--- config.mk ---
export PLATFORM = sky130hd
export DESIGN_NAME = adc_param_smoother
export DESIGN_NICKNAME = d
export VERILOG_FILES = /design/src/rtl/adc_param_smoother.sv
export SDC_FILE = /design/constraint.sdc
export NUM_CORES = 1
export LEC_CHECK = 0
export BUFFER_PORTS_ARGS = -buffer_cell sky130_fd_sc_hd__buf_2
export CAP_MARGIN = 10
export CORE_AREA = 5 5 158 160
export CTS_CLUSTER_SIZE = 14
export DETAILED_ROUTE_END_ITERATION = 10
export DIE_AREA = 0 0 163 165
export HOLD_SLACK_MARGIN = 0.06
export PLACE_DENSITY = 0.6
export SYNTH_ARGS = -nofsm -noshare
export SYNTH_HDL_FRONTEND = slang
export SYNTH_SLANG_ARGS = --single-unit
--- constraint.sdc ---
create_clock -name i_clock -period 13.8 [get_ports i_clock]
set_input_delay 2.07 -clock i_clock [delete_from_list [all_inputs] [get_ports i_clock]]
set_output_delay 2.07 -clock i_clock [all_outputs]
set_load 0.02 [all_outputs]
--- src/rtl/adc_param_smoother.sv ---
// Exponential smoother for three ADC words delivered by an SPI receiver.
// A synchronised frame flag latches the words, one shared filter datapath
// updates each accumulator in turn, and the results are published together.
module adc_param_smoother #(
   parameter int unsigned SHIFT   = 3,
   parameter logic [15:0] TIMEOUT = 16'd50000
) (
   input  logic        i_clock,
   input  logic        i_reset,
   input  logic        i_data_received,
   input  logic [15:0] i_data0,
   input  logic [15:0] i_data1,
   input  logic [15:0] i_data2,
   output logic [15:0] o_param0,
   output logic [15:0] o_param1,
   output logic [15:0] o_param2,
   output logic        o_update,
   output logic        o_stale,
   output logic        o_overrun,
   output logic [7:0]  o_frame_count
);

   typedef enum logic [2:0] {
      StIdle,
      StFilt0,
      StFilt1,
      StFilt2,
      StDone
   } state_t;

   state_t state_q, state_d;

   logic        sync1_q, sync2_q, hist_q;
   logic        frame_event;
   logic        pending_q, primed_q;
   logic [15:0] shadow_q [3];
   logic [15:0] acc_q [3];
   logic [15:0] wd_q, wd_d;

   // FSM control strobes
   logic        latch_shadow;
   logic        set_pending;
   logic        clr_pending;
   logic        set_overrun;
   logic        filt_en;
   logic [1:0]  filt_idx;
   logic        done;

   // Filter datapath
   logic [15:0]        sel_shadow, sel_acc;
   logic signed [16:0] diff, shifted, step;
   logic signed [17:0] sum;
   logic [15:0]        clamped, new_acc;

   // Rising edge of the synchronised flag marks a new frame
   assign frame_event = sync2_q & ~hist_q;

   // Two-flop synchroniser plus history flop for the asynchronous frame flag
   always_ff @(posedge i_clock) begin
      if (i_reset) begin
         sync1_q <= 1'b0;
         sync2_q <= 1'b0;
         hist_q  <= 1'b0;
      end else begin
         sync1_q <= i_data_received;
         sync2_q <= sync1_q;
         hist_q  <= sync2_q;
      end
   end

   // State register
   always_ff @(posedge i_clock) begin
      if (i_reset) begin
         state_q <= StIdle;
      end else begin
         state_q <= state_d;
      end
   end

   // Next-state and control strobes
   always_comb begin
      state_d      = state_q;
      latch_shadow = 1'b0;
      set_pending  = 1'b0;
      clr_pending  = 1'b0;
      set_overrun  = 1'b0;
      filt_en      = 1'b0;
      filt_idx     = 2'd0;
      done         = 1'b0;
      unique case (state_q)
         StIdle: begin
            if (frame_event) begin
               latch_shadow = 1'b1;
               state_d      = StFilt0;
            end
         end
         StFilt0: begin
            filt_en  = 1'b1;
            filt_idx = 2'd0;
            state_d  = StFilt1;
         end
         StFilt1: begin
            filt_en  = 1'b1;
            filt_idx = 2'd1;
            state_d  = StFilt2;
         end
         StFilt2: begin
            filt_en  = 1'b1;
            filt_idx = 2'd2;
            state_d  = StDone;
         end
         StDone: begin
            done = 1'b1;
            if (pending_q || frame_event) begin
               // Chain straight into the queued frame; a further event now is lost
               latch_shadow = 1'b1;
               clr_pending  = 1'b1;
               set_overrun  = pending_q & frame_event;
               state_d      = StFilt0;
            end else begin
               state_d = StIdle;
            end
         end
         default: state_d = StIdle;
      endcase
      if (frame_event && (state_q == StFilt0 || state_q == StFilt1 || state_q == StFilt2)) begin
         if (pending_q) begin
            set_overrun = 1'b1;
         end else begin
            set_pending = 1'b1;
         end
      end
   end

   // Shared filter arithmetic for the channel selected by the FSM
   always_comb begin
      sel_shadow = shadow_q[0];
      sel_acc    = acc_q[0];
      unique case (filt_idx)
         2'd1: begin
            sel_shadow = shadow_q[1];
            sel_acc    = acc_q[1];
         end
         2'd2: begin
            sel_shadow = shadow_q[2];
            sel_acc    = acc_q[2];
         end
         default: begin
            sel_shadow = shadow_q[0];
            sel_acc    = acc_q[0];
         end
      endcase
      diff    = $signed({1'b0, sel_shadow}) - $signed({1'b0, sel_acc});
      shifted = diff >>> SHIFT;
      step    = shifted;
      // Never stall short of the target: move at least one LSB
      if (shifted == 17'sd0 && diff != 17'sd0) begin
         step = diff[16] ? -17'sd1 : 17'sd1;
      end
      sum = $signed({2'b00, sel_acc}) + $signed({step[16], step});
      if (sum[17]) begin
         clamped = 16'h0000;
      end else if (sum[16]) begin
         clamped = 16'hFFFF;
      end else begin
         clamped = sum[15:0];
      end
      new_acc = (!primed_q || SHIFT == 0) ? sel_shadow : clamped;
   end

   // Shadows, accumulators, published parameters and status
   always_ff @(posedge i_clock) begin
      if (i_reset) begin
         for (int n = 0; n < 3; n++) begin
            shadow_q[n] <= 16'h0000;
            acc_q[n]    <= 16'h0000;
         end
         o_param0      <= 16'h0000;
         o_param1      <= 16'h0000;
         o_param2      <= 16'h0000;
         o_update      <= 1'b0;
         o_overrun     <= 1'b0;
         o_frame_count <= 8'd0;
         pending_q     <= 1'b0;
         primed_q      <= 1'b0;
      end else begin
         o_update <= done;
         if (latch_shadow) begin
            shadow_q[0] <= i_data0;
            shadow_q[1] <= i_data1;
            shadow_q[2] <= i_data2;
         end
         for (int n = 0; n < 3; n++) begin
            if (filt_en && filt_idx == 2'(n)) begin
               acc_q[n] <= new_acc;
            end
         end
         if (done) begin
            o_param0      <= acc_q[0];
            o_param1      <= acc_q[1];
            o_param2      <= acc_q[2];
            o_frame_count <= o_frame_count + 8'd1;
            primed_q      <= 1'b1;
         end
         if (set_pending) begin
            pending_q <= 1'b1;
         end else if (clr_pending) begin
            pending_q <= 1'b0;
         end
         if (set_overrun) begin
            o_overrun <= 1'b1;
         end
      end
   end

   // Watchdog next value: a frame event always wins over saturation
   always_comb begin
      if (frame_event) begin
         wd_d = 16'd0;
      end else if (wd_q == TIMEOUT) begin
         wd_d = wd_q;
      end else begin
         wd_d = wd_q + 16'd1;
      end
   end

   // Watchdog counter and registered stale flag
   always_ff @(posedge i_clock) begin
      if (i_reset) begin
         wd_q    <= 16'd0;
         o_stale <= 1'b0;
      end else begin
         wd_q    <= wd_d;
         o_stale <= (wd_d == TIMEOUT);
      end
   end

endmodule

# After elaboration in Yosys (flattened, before gate mapping)

Memories as Yosys holds them, arrays and structs flattened.
Cells that the tools add are included.

Bits in registers: 83
Bits in writable memories: 96
Bits of input ports: 51
Output and inout bits: 59
Word-level logic and storage cells: 99
Memories: 2

$add $sub $neg: 4
Equal/unequal tests: 9
Multiplexer cells: 47
Bitwise gates (word level): 9
Reduce and logical (&&, ||, !) cells: 14

Memory list:

| memory   | words | bits a word | rd ports | clocked after memory_dff | write ports | line | RTL |
|---|---|---|---|---|---|---|---|
| acc_q    | 3     | 16          | 3        | 0                        | 3           | 37   | `logic [15:0] acc_q [3];` |
| shadow_q | 3     | 16          | 3        | 0                        | 3           | 36   | `logic [15:0] shadow_q [3];` |

Operator list:

| kind                                                             | count |
|---|---|
| 16-bit 2-to-1 mux                                                | 11 |
| 16-bit one-hot mux with 2 select lines                           | 2 |
| 17-bit 2-to-1 mux                                                | 2 |
| 16-bit == test (second input constant)                           | 2 |
| 1-bit 2-to-1 mux                                                 | 28 |
| 17-bit by 17-bit adder with 18-bit output                        | 1 |
| 17-bit zero test                                                 | 1 |
| 17-bit nonzero test                                              | 1 |
| 16-bit by 16-bit subtractor with 17-bit output                   | 1 |
| 16-bit by 1-bit adder with 16-bit output (second input constant) | 1 |
| 3-bit one-hot mux with 5 select lines                            | 1 |
| 8-bit by 1-bit adder with 8-bit output (second input constant)   | 1 |
| 3-bit by 2-bit == test with 1-bit output (second input constant) | 2 |
| 1-bit bitwise OR                                                 | 6 |
| 1-bit logical AND                                                | 5 |
| 2-bit one-hot mux with 2 select lines                            | 1 |
| 3-bit by 1-bit == test with 1-bit output (second input constant) | 1 |
| 3-bit == test (second input constant)                            | 1 |
| 3-bit zero test                                                  | 1 |
| 1-bit logical OR                                                 | 3 |
| 3-bit 2-to-1 mux                                                 | 1 |
| 3-bit OR reduction                                               | 1 |
| 1-bit bitwise AND                                                | 2 |
| 2-bit by 1-bit == test with 1-bit output (second input constant) | 1 |
| other kinds (6)                                                  | 6 |

# Logic depth before layout (Yosys ltp)

Gate-level depths: netlist of the first run.

Word-level depth: 13
Depth in mapped cells: 39
Depth with buffers taken out: 32

# Least setup slack after synthesis of the first run

OpenSTA, ideal clock, no wires.

Path type: flip-flop to flip-flop
From: reg state_q[1]
To: mem acc_q[0][14] (data pin)
Setup time: 0.281 ns
Data arrival time: 7.211 ns
Required time: 13.519 ns
Slack: 6.308 ns
Stages on the path, launching flop included: 37
Buffers on the path: 6
Period minus slack after synthesis: 7.492 ns
Cells stage by stage: dfxtp_1 -> nor2b_1 -> nand2b_1 -> ha_1 -> buf_4 -> buf_4 -> buf_2 -> buf_1 -> nor2_1 -> a21oi_1 -> ha_1 -> inv_1 -> ha_1 -> a311oi_2 -> a21oi_1 -> o21ai_2 -> a2bb2oi_1 -> o211ai_1 -> a21o_1 -> and2_1 -> clkbuf_1 -> nor3_1 -> nand3_1 -> or4_1 -> o41ai_1 -> ha_1 -> ha_1 -> a21oi_1 -> maj3_1 -> o21ai_0 -> a211o_1 -> o21a_1 -> nor3_1 -> or3_1 -> clkbuf_1 -> a2111oi_0 -> o21ai_0

RTL lines:

| what                   | line | RTL |
|---|---|---|
| from (decl)            | 31   | `state_t state_q, state_d;` |
| from (signal assigned) | 74   | `state_q <= StIdle;` |
| from (signal assigned) | 76   | `state_q <= state_d;` |
| to (decl)              | 37   |  |

==> flow_summary.json, run 1 <==
{
  "syn_to_final_growth_pct": 15.1,
  "grt_util_met1": 0.242,
  "hold_viol": 0,
  "globalplace.congestion": 0.859,
  "grt_usage": 0.157,
  "syn_inst": 958,
  "setup_viol": 0,
  "rsz0062_at_grt": "false",
  "drtAntennaViolNets": 0,
  "min_path_cells": 1,
  "grt_pass1_wl_um": 33800,
  "pin_count": 110,
  "grt_pass1_vias": 6536,
  "first_pass_iters": 5,
  "synth_adder_area_share": 0.0474,
  "nets": 1124,
  "critPathRequiredTime_ns": 13.99,
  "critPathSlowestCell": "o21ai_1",
  "holdWs_ns": 0.443,
  "die_w_um": 163,
  "drc": 0,
  "grt_max_degree": 74,
  "cts_buffer_depth": 2,
  "ff2ff_path_depth": 31,
  "power.density_mw_per_mm2": 147,
  "synth_area_per_cell_um2": 9.59,
  "routedWlPerCell_um": 15.4,
  "h-tree-depth": 4,
  "synthXorXnorAreaFrac": 0.0624,
  "ys_types": 69,
  "rows": 56,
  "synth-simple-area-share": 0.179,
  "finalCritPeriodShare": 0.631,
  "period_minus_slack_ns": 8.71,
  "postCtsSetupRepairBufs": 0,
  "fmax_mhz": 115,
  "start_kind": "flop",
  "n_antenna_cell": 0,
  "drive_gt1_frac": 0.166,
  "drv_cap": 0,
  "antenna_found_initial": 0,
  "io_buffers": 109,
  "cp.arrival_ns": 8.89,
  "p_leak_nw": 4.11,
  "root_buffer": "clkbuf_16",
  "via_per_inst": 5.12,
  "ys_seq_area_frac": 0.495,
  "dieArea_mm2": 0.0269,
  "cp_max_fo": 57,
  "met2_usage": 0.223,
  "synth_mux_area_frac": 0.0128,
  "hp-class": "flop to flop",
  "postSynthNetCount": 1037,
  "slew_headroom": 0.344,
  "grt_busiest_layer": "met1",
  "multiInputGateArea_mm2": 0.00435,
  "tightest_slew_ns": 0.977,
  "synth_seq_cells": 179,
  "nFillCells": 2296,
  "synth_compound_area_frac": 0.169,
  "most-common-layout-cells": "nand2_1, a21oi_1, buf_2, edfxtp_1, nor2_1",
  "cp-end-kind": "flop",
  "fp.dieH_um": 165,
  "cts_buffers": 17,
  "hpwl_um": 15500,
  "synth_area_mm2": 0.00918,
  "yosys_warnings": 0,
  "wirelength_um": 21200,
  "max_stage_delay_ns": 0.77,
  "ys.flop_type": "edfxtp_1",
  "cts_resized": 0,
  "cts_tree": "yes",
  "initial_utilization": 0.395,
  "slew_violations": 0,
  "clock_skew_ns": 0.0102,
  "regArea_mm2": 0.00454,
  "clk_latency_ns": 0.43,
  "use_met3": 0.0327,
  "synth_top_family_by_area": "simple AND/OR/NAND/NOR gates",
  "fp.coreArea_mm2": 0.0233,
  "cts.sinks": 179,
  "synth_edf_count": 96,
  "tns_ns": 0,
  "mostFrequentLayoutCell": "nand2_1",
  "overflow": 0,
  "cp_common_cell": "ha_1",
  "status": "completed",
  "async_flop_share": 0,
  "hold_buffers": 0,
  "criticalPathCategory": "flop to flop",
  "drtIter0Drc": 562,
  "vias": 7045,
  "clkTransAtPathRegs_ns": 0.07,
  "irDropWorstVdd_v": 0.0000622
}
## flip-flops by register name, indices dropped and copies added (netlist names), 3 cells and up
register       count
acc_q             48
o_frame_count      8
o_param0          16
o_param1          16
o_param2          16
shadow_q          48
state_q            3
wd_q              16
## per-layer routing
metal,vias up,share of wire,wire (µm)
met4,0,0.0095,201
li1,3575,-,-
met1,3257,0.51,10900
met3,16,0.059,1250
met5,-,0,0
met2,197,0.42,8840
## cells by family (layout without fill, tap and decap cells)
kind of cell | count (synthesis) | after routing
AND/OR/NAND/NOR | 354 | 354
AO/OA/AOI/OAI | 240 | 240
flip-flops | 179 | 179
buffers and inverters | 76 | 176
XOR/XNOR | 63 | 63
adder cells (fa/ha/maj) | 36 | 36
multiplexers | 10 | 10
## synth_stat cells, drive strengths merged (3+ instances only)
cell / instances / area [µm²]
nand2b: 4 / 25.0
maj3: 8 / 85.1
buf: 12 / 80.1
ha: 28 / 350
o21ai: 20 / 104
nand3b: 4 / 30.0
a21o: 13 / 97.6
a211oi: 4 / 35.0
o21a: 5 / 37.5
mux2i: 9 / 106
o211ai: 6 / 45.0
edfxtp: 96 / 2880
a21oi: 112 / 579
a31oi: 7 / 43.8
clkbuf: 37 / 139
nor2: 90 / 340
nor3: 13 / 65.1
a22o: 9 / 78.8
xnor2: 35 / 314
a311oi: 3 / 32.5
or2: 5 / 31.3
nor2b: 6 / 37.5
o22ai: 16 / 100
xor2: 27 / 236
dfxtp: 83 / 1660
a22oi: 26 / 195
nand4: 7 / 43.8
inv: 27 / 101
nand2: 135 / 507
nand3: 17 / 85.1
and3: 4 / 25.0
or3: 5 / 36.3
o31ai: 6 / 45.0
and2: 54 / 338
## stage by stage
stage	power, mW	instances	util	setup WS [ns]	cell area [µm²]
global route	1.64	1377	0.455	4.31	10600
CTS	1.56	1377	0.455	5.12	10600
floorplan	0.984	958	-	6.31	9180
global placement	1.08	1345	0.430	5.49	10000
finish	1.55	1377	0.455	5.09	10600
detailed placement	1.08	1345	0.430	5.16	10000
## worst max-delay path: cells and delay by family, from the launching register on
family / cells / cell delay, ns
AOI/OAI and AO/OA: 14 / 4.00
adders and majority gates: 6 / 1.56
and+or+nand+nor: 8 / 1.55
buffers and inverters: 3 / 0.87
DFF: 1 / 0.47
## worst paths after layout
check             start  slack, ns           end
max reg2reg  state_q[1]       5.09  acc_q[0][47]
min reg2reg     sync1_q       0.44       sync2_q
min             sync1_q       0.44       sync2_q
max          state_q[1]       5.09  acc_q[0][47]
## cell type report
cell class	instances	area share
well taps	319	0.0377
inverters	27	0.00958
flip-flops and latches	179	0.430
repair buffers	117	0.0573
multi-input cells	703	0.411
clock buffers	20	0.0443
clock inverters	12	0.0105
## report_power, final
group / switching, mW / leakage (nW) / internal [mW]
clock network: 0.224 / 0.289 / 0.254
logic: 0.281 / 2.15 / 0.192
registers: 0.0133 / 1.67 / 0.586
Power figures use the tool's default switching activity.
==> run 2, diff against run 1 <==
- ABC_AREA: default -> 1
- CORE_AREA: 5 5 158 160 -> 5 5 165 167
- DIE_AREA: 0 0 163 165 -> 0 0 170 172
- clock period: 13.8 -> 8.1 ns (I/O delays scaled with it)
==> flow_summary.json, run 2 <==
{
  "drc": 0,
  "synth.area.top_cells": "edfxtp_1, dfxtp_1, nand2_1, nor2_1, inv_1",
  "swShare": 0.381,
  "critPathSlowestCell": "ha_1",
  "reg.largest.list": "acc_q (48), shadow_q (48)",
  "first_pass_iters": 5,
  "synth_seq_cells": 179,
  "grt_pass1_vias": 8094,
  "initial_utilization": 0.394,
  "tightest_slew_ns": 0.840,
  "postSynthNetCount": 1375,
  "power.density_mw_per_mm2": 243,
  "die_w_um": 170,
  "p_leak_nw": 5.34,
  "yosys_warnings": 0,
  "syn_inst": 1296,
  "synth_area_per_cell_um2": 7.78,
  "synth_area_mm2": 0.0101,
  "fp.dieH_um": 172,
  "setup_viol": 0,
  "cts_buffer_depth": 2,
  "fmax_mhz": 151,
  "post-place-ws_ns": 1.56,
  "drtAntennaViolNets": 0,
  "synth_top_area_cell": "edfxtp_1",
  "yosysTopAreaCellShare": 0.286,
  "ys_types": 51,
  "cts_resized": 0,
  "nFillCells": 2551,
  "criticalPathCategory": "flop to flop",
  "grt_pass1_wl_um": 43300,
  "nets": 1469,
  "totalPowerFinal_mw": 2.80,
  "clkTransAtPathRegs_ns": 0.07,
  "cts_buffers": 17,
  "cts_tree": "yes",
  "hold_viol": 0,
  "status": "completed",
  "grt_usage": 0.188,
  "h-tree-depth": 4,
  "critPathRequiredTime_ns": 8.36,
  "syn_to_final_growth_pct": 14.2,
  "yosys-top-cells-count": "nand2_1, nor2_1, inv_1",
  "hp-class": "flop to flop",
  "fin_area_mm2": 0.0115,
  "via_per_inst": 4.92,
  "drtIter0Drc": 797,
  "antenna_found_initial": 0,
  "dieArea_mm2": 0.0292,
  "seqPwrFrac": 0.362,
  "period_minus_slack_ns": 6.61,
  "path_delay_family": "compound AO/OA/AOI/OAI gates",
  "drv_cap": 0,
  "clk_latency_ns": 0.44,
  "slew_violations": 0,
  "pin_count": 110,
  "hpwl_um": 21000,
  "hold_buffers": 0,
  "ys.flop_type": "edfxtp_1",
  "n_antenna_cell": 0,
  "postCtsSetupRepairBufs": 0,
  "ys_seq_area_frac": 0.450,
  "grt_max_degree": 64,
  "fin_ws_ns": 1.49,
  "p_sw_mw": 1.07,
  "clock_skew_ns": 0.0195,
  "async_flop_share": 0,
  "fp.coreArea_mm2": 0.0256,
  "start_kind": "flop",
  "tns_ns": 0,
  "most-common-layout-cells": "nand2_1, nor2_1, inv_1, buf_2, edfxtp_1",
  "cp_max_fo": 25,
  "cp.arrival_ns": 6.87,
  "slew_headroom": 0.440,
  "finalCritPeriodShare": 0.816,
  "rows": 59,
  "globalplace.congestion": 0.961,
  "mostFrequentLayoutCell": "nand2_1",
  "clkPwrFrac": 0.306,
  "max_stage_delay_ns": 0.86,
  "overflow": 0,
  "rsz0062_at_grt": "false",
  "internal_power_mw": 1.73,
  "cts.sinks": 179,
  "yosysMostFrequentCell": "nand2_1",
  "cp-end-kind": "flop",
  "synth_edf_count": 96,
  "place_area_mm2": 0.0109,
  "io_buffers": 109,
  "drive_gt1_frac": 0.187,
  "post-route-util": 0.450,
  "vias": 8556,
  "routedWlPerCell_um": 15.7,
  "power_frac_comb": 0.332,
  "irDropWorstVdd_v": 0.000130,
  "wirelength_um": 27300,
  "root_buffer": "clkbuf_16",
  "path_buf_inv": 5
}
-- run 2: changes by cell type after synthesis, sizes merged, moves of 11 or more --
cell   previous run  this run
a22oi            26         0
o22ai            16         0
xor2             27        15
xnor2            35         4
nor2             90       232
and2             54         0
o21ai            20       105
inv              27       177
a21oi           112        51
a21o             13         2
nand3            17        87
nand2           135       293
-- run 2: cell families (layout without fill, tap and decap cells) --
logic type,Yosys count,after routing,synth area share
fa+ha+maj,28,28,0.0347
xor+xnor,19,19,0.0165
simple gates,664,664,0.298
compound gates,183,183,0.111
buf+inv,223,330,0.0897
flops,179,179,0.450
-- run 2: power by group through the flow --
stage	Clock, mW	Combinational (mW)	Sequential (mW)
floorplan	0	0.714	1.03
global placement	0	0.926	1.04
detailed placement	0	0.924	1.04
CTS	0.871	0.927	1.01
finish	0.856	0.930	1.01
global route	0.908	1.03	1.02
-- run 2: routing by layer --
layer | routed length (µm) | track usage
met3 | 1990 | 0.0345
met2 | 12000 | 0.298
met4 | 522 | 0.0566
met5 | 0 | 0
met1 | 12700 | 0.263
-- run 2: layout make-up --
cell class | instances | area (µm²) | area share
Timing Repair Buffer | 119 | 621 | 0.0539
Tap cell | 335 | 419 | 0.0364
Inverter | 179 | 672 | 0.0583
Sequential cell | 179 | 4540 | 0.395
Clock inverter | 15 | 190 | 0.0165
Multi-Input combinational cell | 894 | 4640 | 0.403
Clock buffer | 17 | 425 | 0.0369
-- run 2: metrics by stage --
step	hold WS (ns)	instances
after floorplan	0.388	1296
after global placement	0.395	1706
after detailed placement	0.396	1706
after CTS	0.406	1738
after global routing	0.418	1738
final	0.405	1738
-- run 2: path summary, 6_finish.rpt --
path | start | slack (ns) | cells past startpoint | to
max | state_q[2] | 1.49 | 30 | acc_q[0][32]
min | sync1_q | 0.41 | 2 | sync2_q
max reg2reg | state_q[2] | 1.49 | 30 | acc_q[0][32]
min reg2reg | sync1_q | 0.41 | 2 | sync2_q
-- run 2: worst min-delay path: cells and delay by family (launching register included) --
kind / cells / cell delay, ns
DFF: 1 / 0.30
buffers and inverters: 1 / 0.04
and+or+nand+nor: 1 / 0.03
==> run 3, diff against run 2 <==
- PLACE_DENSITY: 0.6 -> 0.62
- clock period: 8.1 -> 6 ns (I/O delays scaled with it)
==> flow_summary.json, run 3 (synthesis results as in run 2) <==
{
  "status": "completed",
  "post-route-util": 0.454,
  "placed_cells": 1712,
  "fin_ws_ns": 0.500,
  "setup_viol": 0,
  "hpwl_um": 21500,
  "cts_buffer_depth": 2,
  "mostFrequentLayoutCell": "nand2_1",
  "p_leak_nw": 5.38,
  "max_stage_delay_ns": 0.40,
  "critPathSlowestCell": "ha_2",
  "drv_cap": 0,
  "holdWs_ns": 0.411,
  "drive_gt1_frac": 0.196,
  "totalPowerFinal_mw": 3.81,
  "hp-start": "sync1_q",
  "irDropWorstVdd_v": 0.000124,
  "criticalPathCategory": "flop to flop",
  "cp-end-kind": "flop",
  "n_antenna_cell": 0,
  "via_per_inst": 4.98,
  "vias": 8692,
  "rows": 59,
  "tightest_slew_ns": 0.809,
  "slew_violations": 0,
  "wirelength_um": 27800,
  "drc": 0,
  "rsz0062_at_grt": "false",
  "most-common-layout-cells": "nand2_1, nor2_1, inv_1, buf_2, edfxtp_1",
  "first_pass_iters": 7,
  "grt_usage": 0.191,
  "reg2reg_slack_ns": 0.50,
  "reg.largest.list": "acc_q (48), shadow_q (48)",
  "cp.arrival_ns": 5.66,
  "fin_area_mm2": 0.0116,
  "fp.coreArea_mm2": 0.0256,
  "root_buffer": "clkbuf_16",
  "cp_max_fo": 14,
  "routedWlPerCell_um": 15.9,
  "overflow": 0,
  "grt_pass1_wl_um": 44100,
  "hold_viol": 0,
  "multiInputGateArea_mm2": 0.00468,
  "initial_utilization": 0.394,
  "r2r_start": "state_q[2]",
  "fin_cells": 1745,
  "clkTransAtPathRegs_ns": 0.07,
  "post-place-ws_ns": 0.177,
  "critPathRequiredTime_ns": 6.16,
  "finalCritPeriodShare": 0.917,
  "ff2ff_path_depth": 34,
  "grt_pass1_vias": 8155,
  "slew_headroom": 0.459,
  "drtIter0Drc": 716,
  "crit_end": "acc_q[0][10]",
  "syn_to_final_growth_pct": 15.3,
  "cp_common_cell": "nand2_1",
  "dieArea_mm2": 0.0292,
  "regArea_mm2": 0.00454,
  "min_path_cells": 2,
  "fp.dieH_um": 172,
  "cts.sinks": 179,
  "clock_skew_ns": 0.0151,
  "period_minus_slack_ns": 5.50,
  "nFillCells": 2524,
  "nets": 1476,
  "antenna_found_initial": 0,
  "start_kind": "flop",
  "globalplace.congestion": 0.952,
  "hp-class": "flop to flop",
  "die_w_um": 170,
  "hold_buffers": 0,
  "fmax_mhz": 182,
  "tns_ns": 0,
  "grt_max_degree": 63,
  "place_area_mm2": 0.0110,
  "rr_endpoint": "acc_q[0][10]",
  "drtAntennaViolNets": 0,
  "startpoint": "state_q[2]",
  "h-tree-depth": 4,
  "io_buffers": 109,
  "cts_buffers": 17,
  "pin_count": 110,
  "cts_tree": "yes",
  "power.density_mw_per_mm2": 327,
  "clk_latency_ns": 0.45
}
-- run 3: cell count changes in the layout (fill, tap and decap cells not counted), moves of 2 or more --
cell and delta:
a21oi_1 -2, a21oi_2 +2, buf_12 +2, buf_4 +4, ha_1 -2, ha_2 +2, inv_6 -2, o21ai_0 -4
o21ai_1 +4
-- run 3: worst min-delay path by stage --
stage | end | slack, ns
floorplan | sync2_q | 0.39
global placement | sync2_q | 0.40
detailed placement | sync2_q | 0.40
CTS | sync2_q | 0.42
global route | sync2_q | 0.44
finish | sync2_q | 0.41
-- run 3: timing repair --
item,4_1_cts,5_1_grt
endpoints found under the setup margin,0,48
resized for setup,0,16
setup buffers,0,1
-- run 3: power by group --
group	switching, mW	leakage [nW]	internal (mW)
logic	0.890	3.41	0.412
clock network	0.566	0.293	0.569
registers	0.0279	1.67	1.34
-- run 3: worst max-delay path, delay by kind of cell (launching register included) --
kind	cells	cell delay (ns)
AND/OR/NAND/NOR	21	2.60
buffers and inverters	5	0.66
flip-flops	1	0.35
adder cells (fa/ha/maj)	4	0.96
AO/OA/AOI/OAI	4	0.65
-- run 3: cell type report --
class	instances	share of cell area
Inverter	179	0.0580
Timing Repair Buffer	126	0.0606
Clock buffer	17	0.0366
Multi-Input combinational cell	894	0.402
Tap cell	335	0.0360
Sequential cell	179	0.391
Clock inverter	15	0.0161
-- run 3: metal layers --
| metal | part of all wire | track usage |
|---|---|---|
| met5 | 0 | 0 |
| met2 | 0.44 | 0.303 |
| met1 | 0.47 | 0.268 |
| met4 | 0.025 | 0.0594 |
| met3 | 0.062 | 0.0338 |
